File: config.mk
export PLATFORM = sky130hd
export DESIGN_NAME = bcd_incrementer
export DESIGN_NICKNAME = d
export VERILOG_FILES = /design/src/rtl/bcd_incrementer.sv
export SDC_FILE = /design/constraint.sdc
export NUM_CORES = 1
export LEC_CHECK = 0
export CORE_ASPECT_RATIO = 1.75
export CORE_MARGIN = 2
export CORE_UTILIZATION = 40
export CTS_BUF_LIST = sky130_fd_sc_hd__clkbuf_2 sky130_fd_sc_hd__clkbuf_4 sky130_fd_sc_hd__clkbuf_8
export CTS_CLUSTER_DIAMETER = 80
export DETAILED_ROUTE_END_ITERATION = 12
export PLACE_DENSITY = 0.75
export RECOVER_POWER = 100
export SYNTH_ARGS = -nofsm -noshare
export SYNTH_HDL_FRONTEND = slang
export SYNTH_SLANG_ARGS = --single-unit
export TNS_END_PERCENT = 100
File: constraint.sdc
create_clock -name clk -period 2.4 [get_ports clk]
set_clock_uncertainty 0.15 [all_clocks]
set_input_delay 0.24 -clock clk [delete_from_list [all_inputs] [get_ports clk]]
set_output_delay 0.24 -clock clk [all_outputs]
set_load 0.005 [all_outputs]
File: src/rtl/bcd_incrementer.sv
// Registered packed-BCD +1 incrementer with carry-out and invalid-digit flag.
// Optional: define BCD_SATURATE_EN to hold an all-9s input instead of wrapping to 0.
module bcd_incrementer #(
  parameter int INPUT_WIDTH = 16
) (
  input  logic                   clk,
  input  logic                   reset,
  input  logic                   in_valid,
  input  logic [INPUT_WIDTH-1:0] input_value,
  output logic                   out_valid,
  output logic [INPUT_WIDTH-1:0] out,
  output logic                   carry_out,
  output logic                   digit_err
);

  localparam int NUM_DIGITS = INPUT_WIDTH / 4;

  // Handshake: a result is produced for every edge with in_valid=1; out_valid
  // is high for exactly the cycle after that edge. No backpressure exists.

  logic [INPUT_WIDTH-1:0] sum;
  logic [3:0]             digit;
  logic                   ripple;
  logic                   all_nines;
  logic                   err_d;
  logic [INPUT_WIDTH-1:0] out_d;
  logic                   carry_d;

  logic                   out_valid_q;
  logic [INPUT_WIDTH-1:0] out_q;
  logic                   carry_q;
  logic                   err_q;

  // Full combinational decimal ripple; carry-in to digit 0 is the +1.
  always_comb begin
    sum       = input_value;
    digit     = 4'd0;
    ripple    = 1'b1;
    all_nines = 1'b1;
    err_d     = 1'b0;
    for (int i = 0; i < NUM_DIGITS; i++) begin
      digit = input_value[4*i +: 4];
      if (digit > 4'd9) err_d = 1'b1;
      if (digit != 4'd9) all_nines = 1'b0;
      if (ripple) begin
        if (digit == 4'd9) begin
          sum[4*i +: 4] = 4'd0;
        end else begin
          sum[4*i +: 4] = digit + 4'd1;
          ripple        = 1'b0;
        end
      end
    end
  end

  // Invalid digits pass through untouched rather than a partial increment.
  always_comb begin
    out_d   = sum;
    carry_d = ripple;
    if (err_d) begin
      out_d   = input_value;
      carry_d = 1'b0;
    end
`ifdef BCD_SATURATE_EN
    else if (all_nines) begin
      out_d   = input_value;
      carry_d = 1'b1;
    end
`endif
  end

  always_ff @(posedge clk or posedge reset) begin
    if (reset) begin
      out_valid_q <= 1'b0;
      out_q       <= '0;
      carry_q     <= 1'b0;
      err_q       <= 1'b0;
    end else begin
      out_valid_q <= in_valid;
      if (in_valid) begin
        out_q   <= out_d;
        carry_q <= carry_d;
        err_q   <= err_d;
      end
    end
  end

  assign out_valid = out_valid_q;
  assign out       = out_q;
  assign carry_out = carry_q;
  assign digit_err = err_q;

endmodule

==> flow_summary_export.csv, run 1 <==
group,metric,value,unit
global_routing,antenna_found_initial,0,
yosys,synth_area,1180,µm²
timing,tns,0,ns
yosys,yosysSeqAreaShare,40.3,%
timing,fin_crit_sh,87.4,%
power,power_frac_seq,46.2,%
global_routing,grt_overflow,0,
floorplan,die_area,3410,µm²
critical_path,critPathMaxFanout,6,
layout,final_cell_mix,"21 x dlygate4sd3_1, 19 x dfrtp_1, 16 x clkdlybuf4s50_1",
detailed_routing,drc_errors,0,
detailed_routing,wl_per_cell,14.3,µm
layout,layout-drive-gt1-share,6.55,%
critical_path,crit_start,"input_value[1]",
run_status,outcome,"complete, no violations",
clocking,root_buffer,"clkbuf_8",
layout,final_common_cell,"dlygate4sd3_1",
power,p_switching,0.000206,W
global_routing,gr-usage-all-layers,17.6,%
detailed_routing,first_iter_violations,23,
clocking,cts_tree,"yes",
yosys,synth-edff-count,0,
timing,slew_viol_final,0,
critical_path,criticalPathCategory,"input port to register",
layout,n_antenna_cell,0,
critical_path,required,2.43,ns
power,p_int,0.000578,W
global_routing,grt_max_degree,34,
clocking,holdBufCountCts,0,
power,pwr-share-clk,30.0,%
placement,io_buffers,37,
yosys,synthFlopType,"dfrtp_1",
detailed_routing,dr.pass1.iters,4,
yosys,async_reset_ff_share,100,%
timing,timing_hold_violations_final,0,
critical_path,cp-end-kind,"register",
global_routing,grt_pass1_vias,1067,
detailed_routing,vias,1127,
power,switching_share,26.3,%
yosys,syn_nets,149,
critical_path,r2r_start,"out[11]",
critical_path,cp_cell_sequence,"clkdlybuf4s50_1 -> inv_1 -> ha_1 -> and3b_1 -> nand4_1 -> or4_1 -> a31oi_1",
floorplan,core_area,2860,µm²
yosys,synth_top_cell_by_area,"dfrtp_1",
timing,setup_slack,0.302,ns
floorplan,fp.dieW,45.0,µm
layout,nFillCells,264,
critical_path,worstPathArrival,2.13,ns
power,p_leak,0.677,nW
detailed_routing,ant_nets,0,
timing,grt_setup_unrepaired,"false",
clocking,htreeDepth,1,
layout,syn_to_final_growth,37.5,%
job,max-cap-violations,0,
timing,period_minus_slack,2.10,ns
clocking,cts_resized,0,
placement,place_congestion,0.756,
critical_path,cpPeakStageDelay,0.50,ns
timing,setup_violations,0,
placement,post-place-ws,0.0466,ns
clocking,clkLatencyLatePin,0.25,ns
timing,max_slew_margin,49.4,%
critical_path,start_kind,"input port",
power,p_per_area,484,nW/µm²
clocking,numClockSinks,19,
global_routing,grt_first_pass_wirelength,4.49,mm
yosys,synth-warning-count,0,
min_path,hp-start,"out[2]",
clocking,cts.path.max_buffers,2,
yosys,synth-seq-cells,19,
clocking,numCtsBuffers,3,
floorplan,start_util,41.2,%
min_path,hp-class,"register to register",
floorplan,fp-row-count,26,
critical_path,path_buf_inv,2,
placement,dpl.hpwl,2.19,mm
yosys,synth.distinct_cells,46,
timing,fmax,477,MHz
yosys,syn_avg_cell_area,9.28,µm²
power,comb_power_share,23.8,%
detailed_routing,via_per_inst,5.75,
floorplan,die_y,75.8,µm
critical_path,cpMaxStageDelayCell,"or4_1",
yosys,syn_inst,127,
timing,worst_pin_slew,0.758,ns
clocking,post_cts_buffers,0,
yosys,synth.area.top_cells,"dfrtp_1 40%, o21ai_0 3.8%, nor2_1 3.8%, a31oi_1 3.7%, a21oi_1 3.4%",
clocking,path_clk_slew,0.07,ns
power,peakVddDrop,0.289,mV
detailed_routing,drt-total-wl,2.80,mm
critical_path,critPathTopFamily,"simple AND/OR/NAND/NOR gates",
yosys,synth_top_area_share,40.3,%
floorplan,pin_count,38,
layout,nets,191,
## tightest hold or removal path, cell delays in order, from the launching register on
cell and delay (ns):
dfrtp_1 0.34, nand2_1 0.05, o31ai_1 0.05
## routing by layer
| layer | GRT usage, % | up-vias | part of all wire, % |
|---|---|---|---|
| met2 | 32.5 | 29 | 55 |
| met5 | 0 | - | 0 |
| met3 | 0.711 | 7 | 2.9 |
| li1 | - | 552 | - |
| met4 | 9.48 | 0 | 2.4 |
| met1 | 19.5 | 539 | 40 |
## layout make-up
type                       instances  area [µm²]  area share (%)
inverter                          10        37.5            2.32
timing repair buffer              41         389            24.0
multi-input combinational         94         634            39.2
tap                               28        35.0            2.16
sequential                        19         475            29.3
clock buffer                       4        48.8            3.01
## state kept, by name (all words and copies together) (netlist names)
name       count
out           16
carry_out      1
digit_err      1
out_valid      1
## through the flow
step                      util (%)  total power (W)  hold slack [ns]  area [µm²]  cells
after floorplan                  -         0.000449           0.0411        1180    127
after global placement        55.8         0.000566            0.319        1600    192
after detailed placement      55.8         0.000571            0.327        1600    192
after CTS                     57.5         0.000808            0.290        1650    196
after global routing          56.6         0.000824            0.366        1620    196
final                         56.6         0.000783            0.334        1620    196
## final timing paths
check | to | slack (ns) | depth (start not counted)
max | out[13] | 0.30 | 7
min | out[2] | 0.33 | 2
max reg2reg | out[11] | 1.36 | 3
min reg2reg | out[2] | 0.33 | 2
max in group asynchronous | out[5] | 1.22 | 2
min in group asynchronous | out[9] | 0.40 | 2
## power by group through the flow
stage / clock network, W / registers, W / logic, W
floorplan: 0 / 0.000371 / 0.0000780
global placement: 0 / 0.000368 / 0.000198
detailed placement: 0 / 0.000369 / 0.000201
CTS: 0.000242 / 0.000363 / 0.000203
global route: 0.000251 / 0.000365 / 0.000208
finish: 0.000235 / 0.000362 / 0.000186
## kinds of logic (layout without fill, tap and decap cells)
logic type | after synthesis | count (layout) | share of synthesized area [%]
DFF | 19 | 19 | 40.3
adders and majority gates | 3 | 3 | 3.19
muxes | 1 | 1 | 0.849
AOI/OAI and AO/OA | 41 | 41 | 23.6
and+or+nand+nor | 44 | 44 | 23.8
xor gates and xnor gates | 5 | 5 | 3.72
buffers and inverters | 14 | 55 | 4.56
## synthesized netlist by cell type (2+ instances only)
cell type,n
a21oi_1,8
a31oi_1,7
and2b_1,2
clkbuf_1,2
dfrtp_1,19
ha_1,3
inv_1,9
nand2_1,5
nand2b_1,2
nand3_1,2
nand4_1,4
nor2_1,12
nor2b_1,4
o21ai_0,9
o31ai_1,3
or3_1,2
or4_1,2
xnor2_1,2
xor2_1,3
Note: power is estimated with default switching activity, not from simulation.
==> run 2, diff against run 1 <==
CORE_MARGIN = unset   (was 2)
CTS_CLUSTER_DIAMETER = unset   (was 80)
HOLD_SLACK_MARGIN = 0.02   (was unset)
==> run 2 against run 1 <==
Against the previous run: hold slack better by 0.0098 ns; non-clock buffer count unchanged; clock power is 4% lower; total power decreased by 0.92%.
==> flow_summary_export.csv, run 2 (synthesized netlist as in run 1, its figures left out) <==
group,metric,value,unit
run_status,outcome,"complete, no violations",
timing,fin_crit_sh,90.7,%
detailed_routing,via_per_inst,5.75,
clocking,post_cts_buffers,0,
detailed_routing,ant_nets,0,
clocking,path_clk_slew,0.07,ns
critical_path,cpPeakStageDelay,0.51,ns
placement,io_buffers,37,
placement,dpl_cell_area,1600,µm²
layout,final_cell_mix,"21 x dlygate4sd3_1, 19 x dfrtp_1, 16 x clkdlybuf4s50_1",
detailed_routing,drt-total-wl,2.92,mm
global_routing,antenna_found_initial,0,
detailed_routing,vias,1121,
power,p_leak,0.677,nW
global_routing,grt_overflow,0,
timing,timing_hold_violations_final,0,
clocking,cts_tree,"yes",
layout,syn_to_final_growth,37.2,%
power,peakVddDrop,0.272,mV
timing,setup_violations,0,
global_routing,grt_first_pass_wirelength,4.95,mm
critical_path,start_kind,"input port",
clocking,root_buffer,"clkbuf_8",
clocking,holdBufCountCts,0,
floorplan,fp-row-count,25,
placement,dpl.hpwl,2.22,mm
clocking,htreeDepth,1,
floorplan,core_area,2750,µm²
floorplan,die_y,73.8,µm
global_routing,gr-usage-all-layers,20.3,%
min_path,hold_path_depth,1,
power,p_per_area,480,nW/µm²
timing,grt_setup_unrepaired,"false",
critical_path,rr_worst_depth,3,
floorplan,pin_count,38,
critical_path,cp-end-kind,"register",
clocking,clkLatencyLatePin,0.26,ns
global_routing,grt_pass1_vias,1152,
timing,max_slew_margin,51.2,%
job,max-cap-violations,0,
critical_path,cp_cell_sequence,"clkdlybuf4s50_1 -> inv_1 -> ha_1 -> and3b_1 -> nand4_1 -> or4_1 -> a31oi_1",
placement,post-place-ws,-0.0125,ns
power,power.total,0.000776,W
layout,design_area,1620,µm²
layout,layout-drive-gt1-share,6.55,%
detailed_routing,dr.pass1.iters,4,
placement,place_congestion,0.821,
critical_path,required,2.43,ns
layout,largest_register_ffs,16,
floorplan,die_area,3180,µm²
detailed_routing,first_iter_violations,27,
timing,fmax,460,MHz
critical_path,cpMaxStageDelayCell,"or4_1",
clocking,numCtsBuffers,3,
layout,n_antenna_cell,0,
timing,worst_pin_slew,0.731,ns
detailed_routing,drc_errors,0,
layout,nFillCells,269,
floorplan,fp.dieW,43.0,µm
critical_path,critPathMaxFanout,6,
floorplan,start_util,42.8,%
layout,nets,191,
timing,slew_viol_final,0,
timing,setup_slack,0.224,ns
global_routing,grt_max_degree,34,
clocking,numClockSinks,19,
critical_path,criticalPathCategory,"input port to register",
min_path,hp-class,"register to register",
clocking,cts_resized,0,
layout,final_common_cell,"dlygate4sd3_1",
clocking,cts.path.max_buffers,2,
timing,period_minus_slack,2.18,ns
detailed_routing,wl_per_cell,15.0,µm
critical_path,worstPathArrival,2.21,ns
-- run 2: cell count changes in the layout (fill, tap and decap cells not counted) --
cell | before | now
clkbuf_4 | 1 | 0
clkinv_2 | 0 | 1
-- run 2: final timing paths --
check	startpoint	endpoint	slack, ns
max reg2reg	out[11]	out[11]	1.36
min reg2reg	out[3]	out[3]	0.34
max in group asynchronous	reset	out[13]	1.25
max	input_value[1]	out[13]	0.22
min	out[3]	out[3]	0.34
min in group asynchronous	reset	out[3]	0.39
-- run 2: metal layers --
layer	up-vias	GRT usage [%]	wire, µm	share of wire (%)
met5	-	0	0	0
met4	0	11.4	61	2.1
met2	31	36.5	1630	56
met1	530	22.3	1150	39
met3	6	2.70	89	3.0
li1	554	-	-	-
-- run 2: layout make-up --
type	count	area [µm²]	area share [%]
Tap cell	27	33.8	2.09
Clock inverter	1	5.00	0.310
Clock buffer	3	41.3	2.55
Inverter	10	37.5	2.32
Multi-Input combinational cell	94	634	39.2
Timing Repair Buffer	41	389	24.1
Sequential cell	19	475	29.4
-- run 2: power breakdown --
part / internal (W) / switching (W)
Sequential: 0.000348 / 0.0000134
Combinational: 0.000100 / 0.0000890
Clock: 0.000116 / 0.000110
Total: 0.000564 / 0.000213
-- run 2: stage by stage --
stage	hold WS [ns]	TNS, ns	instances	util [%]
3_5_place_dp	0.335	-0.0125	191	58.0
6_report	0.343	0	195	58.7
3_3_place_gp	0.320	0	191	58.0
4_1_cts	0.272	0	195	59.7
5_1_grt	0.370	0	195	58.7
2_1_floorplan	0.0411	0	127	-
-- run 2: critical path, delay by kind of cell --
family	cells	cell delay, ns
compound gates	1	0.18
fa+ha+maj	1	0.20
buf+inv	2	0.58
simple gates	3	1.00
